## config.mk

```make
export PLATFORM = sky130hd
export DESIGN_NAME = regfile_controller
export DESIGN_NICKNAME = d
export VERILOG_FILES = /design/src/rtl/fewcore_rf_pkg.sv /design/src/rtl/rr_arbiter2.sv /design/src/rtl/regfile_controller.sv
export SDC_FILE = /design/constraint.sdc
export NUM_CORES = 1
export LEC_CHECK = 0
export CAP_MARGIN = 40
export CORE_MARGIN = 1.5
export CORE_UTILIZATION = 40
export CTS_BUF_LIST = sky130_fd_sc_hd__clkbuf_2 sky130_fd_sc_hd__clkbuf_4 sky130_fd_sc_hd__clkbuf_8
export DETAILED_ROUTE_END_ITERATION = 8
export PLACE_DENSITY = 0.85
export SYNTH_ARGS = -nofsm -noshare
export SYNTH_HDL_FRONTEND = slang
export SYNTH_SLANG_ARGS = --single-unit
```

## constraint.sdc

```tcl
create_clock -name clk -period 2.65 [get_ports clk]
set_clock_uncertainty 0.2 [all_clocks]
set_input_delay 0.3975 -clock clk [delete_from_list [all_inputs] [get_ports clk]]
set_output_delay 0.3975 -clock clk [all_outputs]
set_load 0.02 [all_outputs]
```

## src/rtl/fewcore_rf_pkg.sv

```systemverilog
// Shared defaults and FSM encoding for the
// register-file write controller.
package fewcore_rf_pkg;

  localparam int RF_XLEN    = 32;
  localparam int RF_AMOUNT  = 16;
  localparam int RF_ADDRLEN = 4;

  typedef enum logic {
    INIT = 1'b0,
    RUN  = 1'b1
  } state_t;

endpackage

```

## src/rtl/rr_arbiter2.sv

```systemverilog
// Two-input round-robin arbiter; pointer moves
// only when both inputs request together.
// Ports: clk, reset (sync, active-low), en,
// a_valid/b_valid in, a_grant/b_grant out.
module rr_arbiter2 (
  input  logic clk,
  input  logic reset,
  input  logic en,
  input  logic a_valid,
  input  logic b_valid,
  output logic a_grant,
  output logic b_grant
);

  logic prio_b;
  logic both;

  assign both = a_valid & b_valid;

  always_comb begin
    a_grant = 1'b0;
    b_grant = 1'b0;
    if (en) begin
      if (both) begin
        a_grant = ~prio_b;
        b_grant = prio_b;
      end else begin
        a_grant = a_valid;
        b_grant = b_valid;
      end
    end
  end

  always_ff @(posedge clk) begin
    if (!reset) begin
      prio_b <= 1'b0;
    end else if (en && both) begin
      prio_b <= ~prio_b;
    end
  end

endmodule

```

## src/rtl/regfile_controller.sv

```systemverilog
// Register-file write controller: zeroes the file after reset,
// then arbitrates ALU/load writebacks and tracks pending writes.
// Ports: clk, reset (sync, active-low); issue_* from decode with
// issue_stall back; a_*/b_* writeback requests with a_ready/b_ready;
// wEn/rd/data registered write port; busy scoreboard; init_done.
module regfile_controller
  import fewcore_rf_pkg::*;
#(
  parameter int XLEN       = RF_XLEN,
  parameter int AMOUNT     = RF_AMOUNT,
  parameter int ADDRESSLEN = RF_ADDRLEN
) (
  input  logic                  clk,
  input  logic                  reset,
  input  logic                  issue_valid,
  input  logic [ADDRESSLEN-1:0] issue_rd,
  input  logic [ADDRESSLEN-1:0] issue_rs1,
  input  logic [ADDRESSLEN-1:0] issue_rs2,
  input  logic                  issue_wb,
  output logic                  issue_stall,
  input  logic                  a_valid,
  input  logic [ADDRESSLEN-1:0] a_rd,
  input  logic [XLEN-1:0]       a_data,
  output logic                  a_ready,
  input  logic                  b_valid,
  input  logic [ADDRESSLEN-1:0] b_rd,
  input  logic [XLEN-1:0]       b_data,
  output logic                  b_ready,
  output logic                  wEn,
  output logic [ADDRESSLEN-1:0] rd,
  output logic [XLEN-1:0]       data,
  output logic [AMOUNT-1:0]     busy,
  output logic                  init_done
);

  // One extra bit so the counter can reach AMOUNT,
  // marking that the last init write has been presented.
  localparam int CW = ADDRESSLEN + 1;
  localparam logic [CW-1:0] CNT_ONE = CW'(1);
  localparam logic [CW-1:0] CNT_END = CW'(AMOUNT);

  state_t          state;
  state_t          state_nx;
  logic [CW-1:0]   cnt;
  logic            run;
  logic            init_last;
  logic            accept;
  logic            grant_a;
  logic            grant_b;
  logic [AMOUNT-1:0] busy_q;
  logic [AMOUNT-1:0] busy_eff;
  logic [AMOUNT-1:0] busy_nx;

  assign run       = (state == RUN);
  assign init_last = (cnt == CNT_END);
  assign init_done = run;
  assign busy      = busy_q;
  assign a_ready   = grant_a;
  assign b_ready   = grant_b;

  rr_arbiter2 u_arb (
    .clk     (clk),
    .reset   (reset),
    .en      (run),
    .a_valid (a_valid),
    .b_valid (b_valid),
    .a_grant (grant_a),
    .b_grant (grant_b)
  );

  always_ff @(posedge clk) begin
    if (!reset) begin
      state <= INIT;
    end else begin
      state <= state_nx;
    end
  end

  always_comb begin
    state_nx = state;
    unique case (state)
      INIT: if (init_last) state_nx = RUN;
      RUN:  state_nx = RUN;
      default: state_nx = INIT;
    endcase
  end

  always_comb begin
    busy_eff    = busy_q;
    busy_eff[0] = 1'b0;
    issue_stall = 1'b1;
    if (run) begin
      issue_stall = issue_valid
        & (busy_eff[issue_rs1]
         | busy_eff[issue_rs2]
         | (issue_wb & busy_eff[issue_rd]));
    end
  end

  assign accept = issue_valid & ~issue_stall;

  // Clear before set so an issue landing on the
  // write edge keeps its new pending bit.
  always_comb begin
    busy_nx = busy_q;
    if (wEn) busy_nx[rd] = 1'b0;
    if (accept && issue_wb && (issue_rd != '0)) begin
      busy_nx[issue_rd] = 1'b1;
    end
    busy_nx[0] = 1'b0;
  end

  always_ff @(posedge clk) begin
    if (!reset) begin
      cnt    <= CNT_ONE;
      wEn    <= 1'b0;
      rd     <= '0;
      data   <= '0;
      busy_q <= '0;
    end else begin
      wEn    <= 1'b0;
      busy_q <= busy_nx;
      if (!run) begin
        if (!init_last) begin
          wEn  <= 1'b1;
          rd   <= cnt[ADDRESSLEN-1:0];
          data <= '0;
          cnt  <= cnt + CNT_ONE;
        end
      end else if (grant_a) begin
        if (a_rd != '0) begin
          wEn  <= 1'b1;
          rd   <= a_rd;
          data <= a_data;
        end
      end else if (grant_b) begin
        if (b_rd != '0) begin
          wEn  <= 1'b1;
          rd   <= b_rd;
          data <= b_data;
        end
      end
    end
  end

endmodule

```

==> summary.txt <==
Floorplanning
  • Site row count: 32
  • Die width: 91.6 um
  • Initial cell density of the core: 41.1%
  • Die H: 91.6 um
  • Core ar.: 0.00765 sq mm
  • Number of I/O pins: 147
  • Die area: 0.00840 sq mm

Power
  • Seq pwr share: 45.9%
  • Sw Ratio: 21.4%
  • Leak pwr: 2.04 nW
  • Logic gate share of total power: 13.1%
  • Internal power: 0.00157 W
  • Worst IR Drop VDD: 0.287 mV
  • Psw: 0.000427 W
  • PwrDens: 388 mW/mm^2
  • Power, Total: 0.00199 W
  • Clock share of power: 41.0%

STA
  • Unrepaired setup endpoints after global routing: true
  • Final worst-path cycle share: 104%
  • Post-route setup slack: -0.0949 ns
  • # setup viols final: 1
  • Final Hold Viols: 0
  • Minimum clock period after layout: 2.74 ns
  • Fmax: 364 MHz
  • Max Slew Vio Count: 0

Worst setup path
  • Arrival time worst endpoint: 2.15 ns
  • Crit path largest cell delay: 0.46 ns
  • Worst setup EP type: primary output
  • Crit path launch type: flip-flop
  • Slowest stage cell, crit path: mux4_2
  • Critical Path RT: 2.05 ns
  • Worst Setup Path Type: reg2out
  • Worst R2R Path Depth: 6
  • CP delay by family, top: multiplexers
  • CP max FO: 5
  • WP depth: 5
  • Worst-path cell chain: mux4_2, mux2_4, mux2_4, a221o_2, buf_6
  • Most used cell, CP: mux2_4
  • Crit path buf inv count: 1

Status
  • Status: complete, but fails checks
  • Failing checks: setup timing

Global route
  • Grt total ovfl: 0
  • Largest net degree at the start of global routing: 65
  • GRT Util Overall: 23.7%
  • First-pass GRT wire length: 15900 um
  • Vias in the first global route: 3311
  • Initial antenna violation count: 0

Yosys
  • Synth unique cells: 43
  • Number of flops mapped to enable cells by yosys: 0
  • Syn_nets: 408
  • Synth Cell Area: 0.00314 sq mm
  • Gate Count Post-Synth: 316
  • Seq/Total Area, Yosys: 37.6%
  • Post-Syn Area per Cell: 9.94 sq um
  • Total of warnings raised by yosys: 0
  • Most used flip-flop cell after synthesis: dfxtp_1
  • Yosys reg bits: 59
  • Asr flop ratio synth: 0%

Detailed routing
  • First-pass DRT Iterations: 5
  • DR vias: 3275
  • Total detailed-routing wirelength: 9860 um
  • ANT nets after route: 0
  • Vias per std cell: 5.53
  • Remaining DRCs: 0
  • Per-cell routed wire length: 16.7 um
  • Initial DRC count: 185

Cells and area
  • Final Cell Area: 0.00514 sq mm
  • # nets final: 578
  • Post-route insts no fill: 592
  • Layout Utilization: 67.2%
  • Leading cell type in the layout, fill and taps excluded: clkdlybuf4s50_1
  • Area growth, synth to finish: 63.6%
  • Layout cells sized above 1: 19.0%
  • # diodes: 0
  • Commonest cells after routing, fill and taps aside: clkdlybuf4s50_1, dfxtp_1, nand2b_1, buf_4

Clock network
  • Num CTS Buffers: 9
  • Longest Clk Path Bufs: 2
  • CTS sink cnt: 59
  • CTS H-tree depth: 3
  • Root buf cell: clkbuf_8
  • CTS clk-pin slew, worst paths: 0.06 ns
  • Worst skew pair latency: 0.32 ns
  • CTS tree: done
  • Hold buffers post-CTS: 0

Place
  • GPL Wtd Cong: 0.963
  • Placed cell area: 0.00492 sq mm
  • Cells after DPL: 576
  • Dpl hpwl: 7440 um
  • Post-place setup slack: -0.916 ns
  • Port buffer count: 145

Hold path
  • Hold path cells: 2
  • Hold Path Class: reg2reg

Run
  • Max-cap violations: 0
==> sequential cells by signal (all words and copies together), names as in the netlist <==
signal,count
busy,15
cnt,5
data,32
init_done,1
rd,4
u_arb.prio_b,1
wEn,1
==> power groups by stage <==
stage          Clock [W]  Sequential (W)  Combinational (W)
6_report        0.000818        0.000915           0.000261
4_1_cts         0.000838        0.000916           0.000260
3_3_place_gp           0        0.000934           0.000257
2_1_floorplan          0        0.000936          0.0000778
3_5_place_dp           0        0.000935           0.000263
5_1_grt         0.000884        0.000916           0.000280
==> cell type report <==
type,instances,area [sq um]
clock inverters,2,35.0
inverters,6,22.5
repair buffers,183,1750
clock buffers,13,166
fillers,613,2510
multi-input cells,227,1840
flip-flops and latches,59,1200
well taps,102,128
==> layer usage <==
layer | track usage [%] | wire [um] | part of all wire (%)
met1 | 27.4 | 3960 | 40
met2 | 41.9 | 4990 | 51
met3 | 6.55 | 745 | 7.6
met4 | 8.07 | 166 | 1.7
met5 | 0 | 0 | 0
==> stage by stage <==
stage | setup TNS, ns | hold WS [ns]
2_1_floorplan | 0 | 0.330
3_3_place_gp | -3.48 | 0.317
3_5_place_dp | -5.45 | 0.321
4_1_cts | -0.109 | 0.335
5_1_grt | -0.151 | 0.370
6_report | -0.0949 | 0.336
==> worst paths after layout <==
path / endpoint / slack (ns) / startpoint
worst max-delay path: issue_stall / -0.09 / busy[12]
worst min-delay path: rd[3] / 0.34 / rd[3]
worst max register to register: busy[8] / 0.40 / busy[13]
worst min register to register: rd[3] / 0.34 / rd[3]
==> worst min-delay path, stage by stage (launching register included) <==
cell and delay (ns):
dfxtp_1 0.36, nand2_1 0.07, a21boi_0 0.06
==> cell usage after synthesis, types with 2 or more instances <==
library cell | number | area, sq um
or4_1 | 2 | 15.0
or2_2 | 4 | 25.0
mux2_2 | 5 | 56.3
xnor2_1 | 5 | 43.8
mux2i_1 | 2 | 20.0
mux4_1 | 3 | 78.8
and2_1 | 5 | 31.3
nand3_1 | 9 | 45.0
and3_1 | 33 | 206
o311ai_0 | 3 | 26.3
a21boi_0 | 2 | 15.0
a221o_1 | 32 | 320
clkbuf_1 | 14 | 52.6
buf_2 | 6 | 30.0
dfxtp_1 | 59 | 1180
a222oi_1 | 3 | 30.0
o211ai_1 | 11 | 82.6
nand3b_1 | 4 | 30.0
a21oi_1 | 6 | 30.0
ha_1 | 2 | 25.0
clkbuf_2 | 2 | 10.0
inv_1 | 6 | 22.5
nor2b_1 | 5 | 31.3
and3b_1 | 2 | 17.5
nor2_1 | 2 | 7.51
mux4_2 | 6 | 135
nand2b_1 | 39 | 244
nand2_1 | 15 | 56.3
o41ai_1 | 15 | 131
==> logic make-up after synthesis <==
logic type | Yosys count | share of synthesized area (%)
simple gates | 123 | 23.4
mux | 16 | 9.24
flops | 59 | 37.6
other cells | 1 | 0.119
buf+inv | 30 | 4.26
fa+ha+maj | 2 | 0.796
xor+xnor | 5 | 1.39
compound gates | 80 | 23.2
==> timing repair <==
action	CTS	global route
pin swaps	2	2
buffers inserted	1	0
gates cloned	0	0
setup endpoints to repair	2	2
resized for setup	35	6
Power figures use the tool's default switching activity.
==> RTL change: new RTL, same settings <==
Set the package constant `RF_ADDRLEN` to 2 (it was 4).
--- a/src/rtl/fewcore_rf_pkg.sv
+++ b/src/rtl/fewcore_rf_pkg.sv
@@ -4,7 +4,7 @@
 
   localparam int RF_XLEN    = 32;
   localparam int RF_AMOUNT  = 16;
-  localparam int RF_ADDRLEN = 4;
+  localparam int RF_ADDRLEN = 2;
 
   typedef enum logic {
     INIT = 1'b0,
Ports: changed (6 resized); port bits go from 147 to 135. No check against the original RTL was run, so the function may have changed too.
==> RTL change against the original RTL <==
- first-iteration DRC count decreased by 62%
- sequential cell count decreased by 16
- worst setup slack improved by 260 ps
- die area decreased by 24%
- final area decreased by 28%
- core utilization decreased by 1.4 points
- fmax increased by 11%
- routed wire length decreased by 32%
- area after synthesis decreased by 25%
- global-route usage decreased by 3.0 points
- synthesized cell count decreased by 21%
Power is not compared: it rests on default switching activity, and its combinational part moved more than twofold at a synthesized area within 25%.
==> RTL change: results (changes against the original RTL) <==
| Metric | Value |
|---|---|
| Root Buffer Master | clkbuf_8 (unchanged) |
| Gate Count Post-Synth | 249 (was 316) |
| Placed Cells | 428 (was 576) |
| H-tree depth | 2 (was 3) |
| Routing usage on met3 | 5.26% (was 6.55%) |
| Crit path max-delay family | buffers and inverters (was multiplexers) |
| Vias in the first global route | 2322 (was 3311) |
| Status | finished, final reports clean (was finished, violations left) |
| Layout cells sized above 1 | 14.8% (was 19.0%) |
| Dpl hpwl | 4.77 mm (was 7.44 mm) |
| CP max-delay cell | clkdlybuf4s50_1 (was mux4_2) |
| Main area contributors after synthesis | dfxtp_1 36%, a211oi_2 15%, a22oi_1 10%, a21oi_1 7.8%, buf_4 4.1% (was dfxtp_1 38%, a221o_1 10%, nand2b_1 7.8%, and3_1 6.6%, mux4_2 4.3%) |
| Wire length per cell | 15.3 um (was 16.7 um) |
| CTS Buf Count | 5 (was 9) |
| Critical Path AT | 1880 ps (was 2150 ps) |
| Post-synthesis xor/xnor area fraction | 0.742% (was 1.39%) |
| Routed wire length | 6.68 mm (was 9.86 mm) |
| Synth top cells by count | 43 x dfxtp_1, 37 x a21oi_1, 32 x a22oi_1 (was 59 x dfxtp_1, 39 x nand2b_1, 33 x and3_1) |
| Met3 wire len | 533 um (was 745 um) |
| GRT Util Overall | 20.7% (was 23.7%) |
| Post-synthesis compound-gate area fraction | 41.9% (was 23.2%) |
| Via density | 5.41 (was 5.53) |
| Synth cell types | 41 (was 43) |
| # port buffers | 121 (was 145) |
| Largest net degree at the start of global routing | 36 (was 65) |
| Nets | 445 (was 578) |
| Met2 WL | 3.37 mm (was 4.99 mm) |
| Synth Area in Adders | 1.06% (was 0.796%) |
| Post-synthesis mux area share | 0.901% (was 9.24%) |
| Global-route wire length before repair | 10.5 mm (was 15.9 mm) |
| DRT iter0 DRCs | 71 (was 185) |
| Met1 WL | 2.71 mm (was 3.96 mm) |
| Met2 usage | 38.4% (was 41.9%) |
| CP peak stage delay | 480 ps (was 460 ps) |
| Sequential share of the synthesized area | 36.5% (was 37.6%) |
| Worst-Skew Late Latency | 280 ps (was 320 ps) |
| Global routing usage on met1 | 23.4% (was 27.4%) |
| Pre-CTS setup slack | -216 ps (was -916 ps) |
-- RTL change: cell count changes in the layout (fill, tap and decap cells not counted), moves of 8 or more --
cell             before  now
dfxtp_2              10    0
a21oi_1               5   37
nand2b_1             39    2
mux4_2                8    0
a211oi_2              0   29
o211ai_1             11    3
a22oi_1               0   32
clkdlybuf4s50_1     135  120
conb_1                1   13
a221o_1              32    0
buf_4                36    7
o41ai_1              15    0
and3_1               32    1
nand3_1               9    1
-- RTL change: worst paths after layout --
check,cells after the start,end,startpoint,slack [ps]
max,6,issue_stall,issue_rd[1],170
max reg2reg,6,data[6]$_SDFFE_PN0P_,cnt[0]$_SDFFE_PN1P_,490
min reg2reg,2,data[5]$_SDFFE_PN0P_,data[5]$_SDFFE_PN0P_,320
min,2,data[5]$_SDFFE_PN0P_,data[5]$_SDFFE_PN0P_,320
-- RTL change: timing repair --
action	CTS	global route
setup buffers	0	0
hold buffers	0	0
resized for setup	1	2
endpoints found under the setup margin	1	1
-- RTL change: cell families (layout without fill, tap and decap cells) --
logic type / count (synthesis) / count (layout)
AO/OA/AOI/OAI: 122 / 122
XOR/XNOR: 2 / 2
adder cells (fa/ha/maj): 2 / 2
buffers and inverters: 43 / 146
flip-flops: 43 / 43
multiplexers: 2 / 2
other: 1 / 13
AND/OR/NAND/NOR: 34 / 34
-- RTL change: final cells by class --
class | count | area, sq um
Fill cell | 499 | 1920
Timing Repair Buffer | 130 | 1300
Clock buffer | 6 | 82.6
Clock inverter | 2 | 35.0
Inverter | 8 | 30.0
Multi-Input combinational cell | 175 | 1290
Sequential cell | 43 | 861
Tap cell | 72 | 90.1
-- RTL change: where the power goes --
part           switching [mW]  internal, mW  total, mW
Combinational           0.995         0.867       1.86
Sequential              0.158         0.872       1.03
Clock                   0.212         0.305      0.516
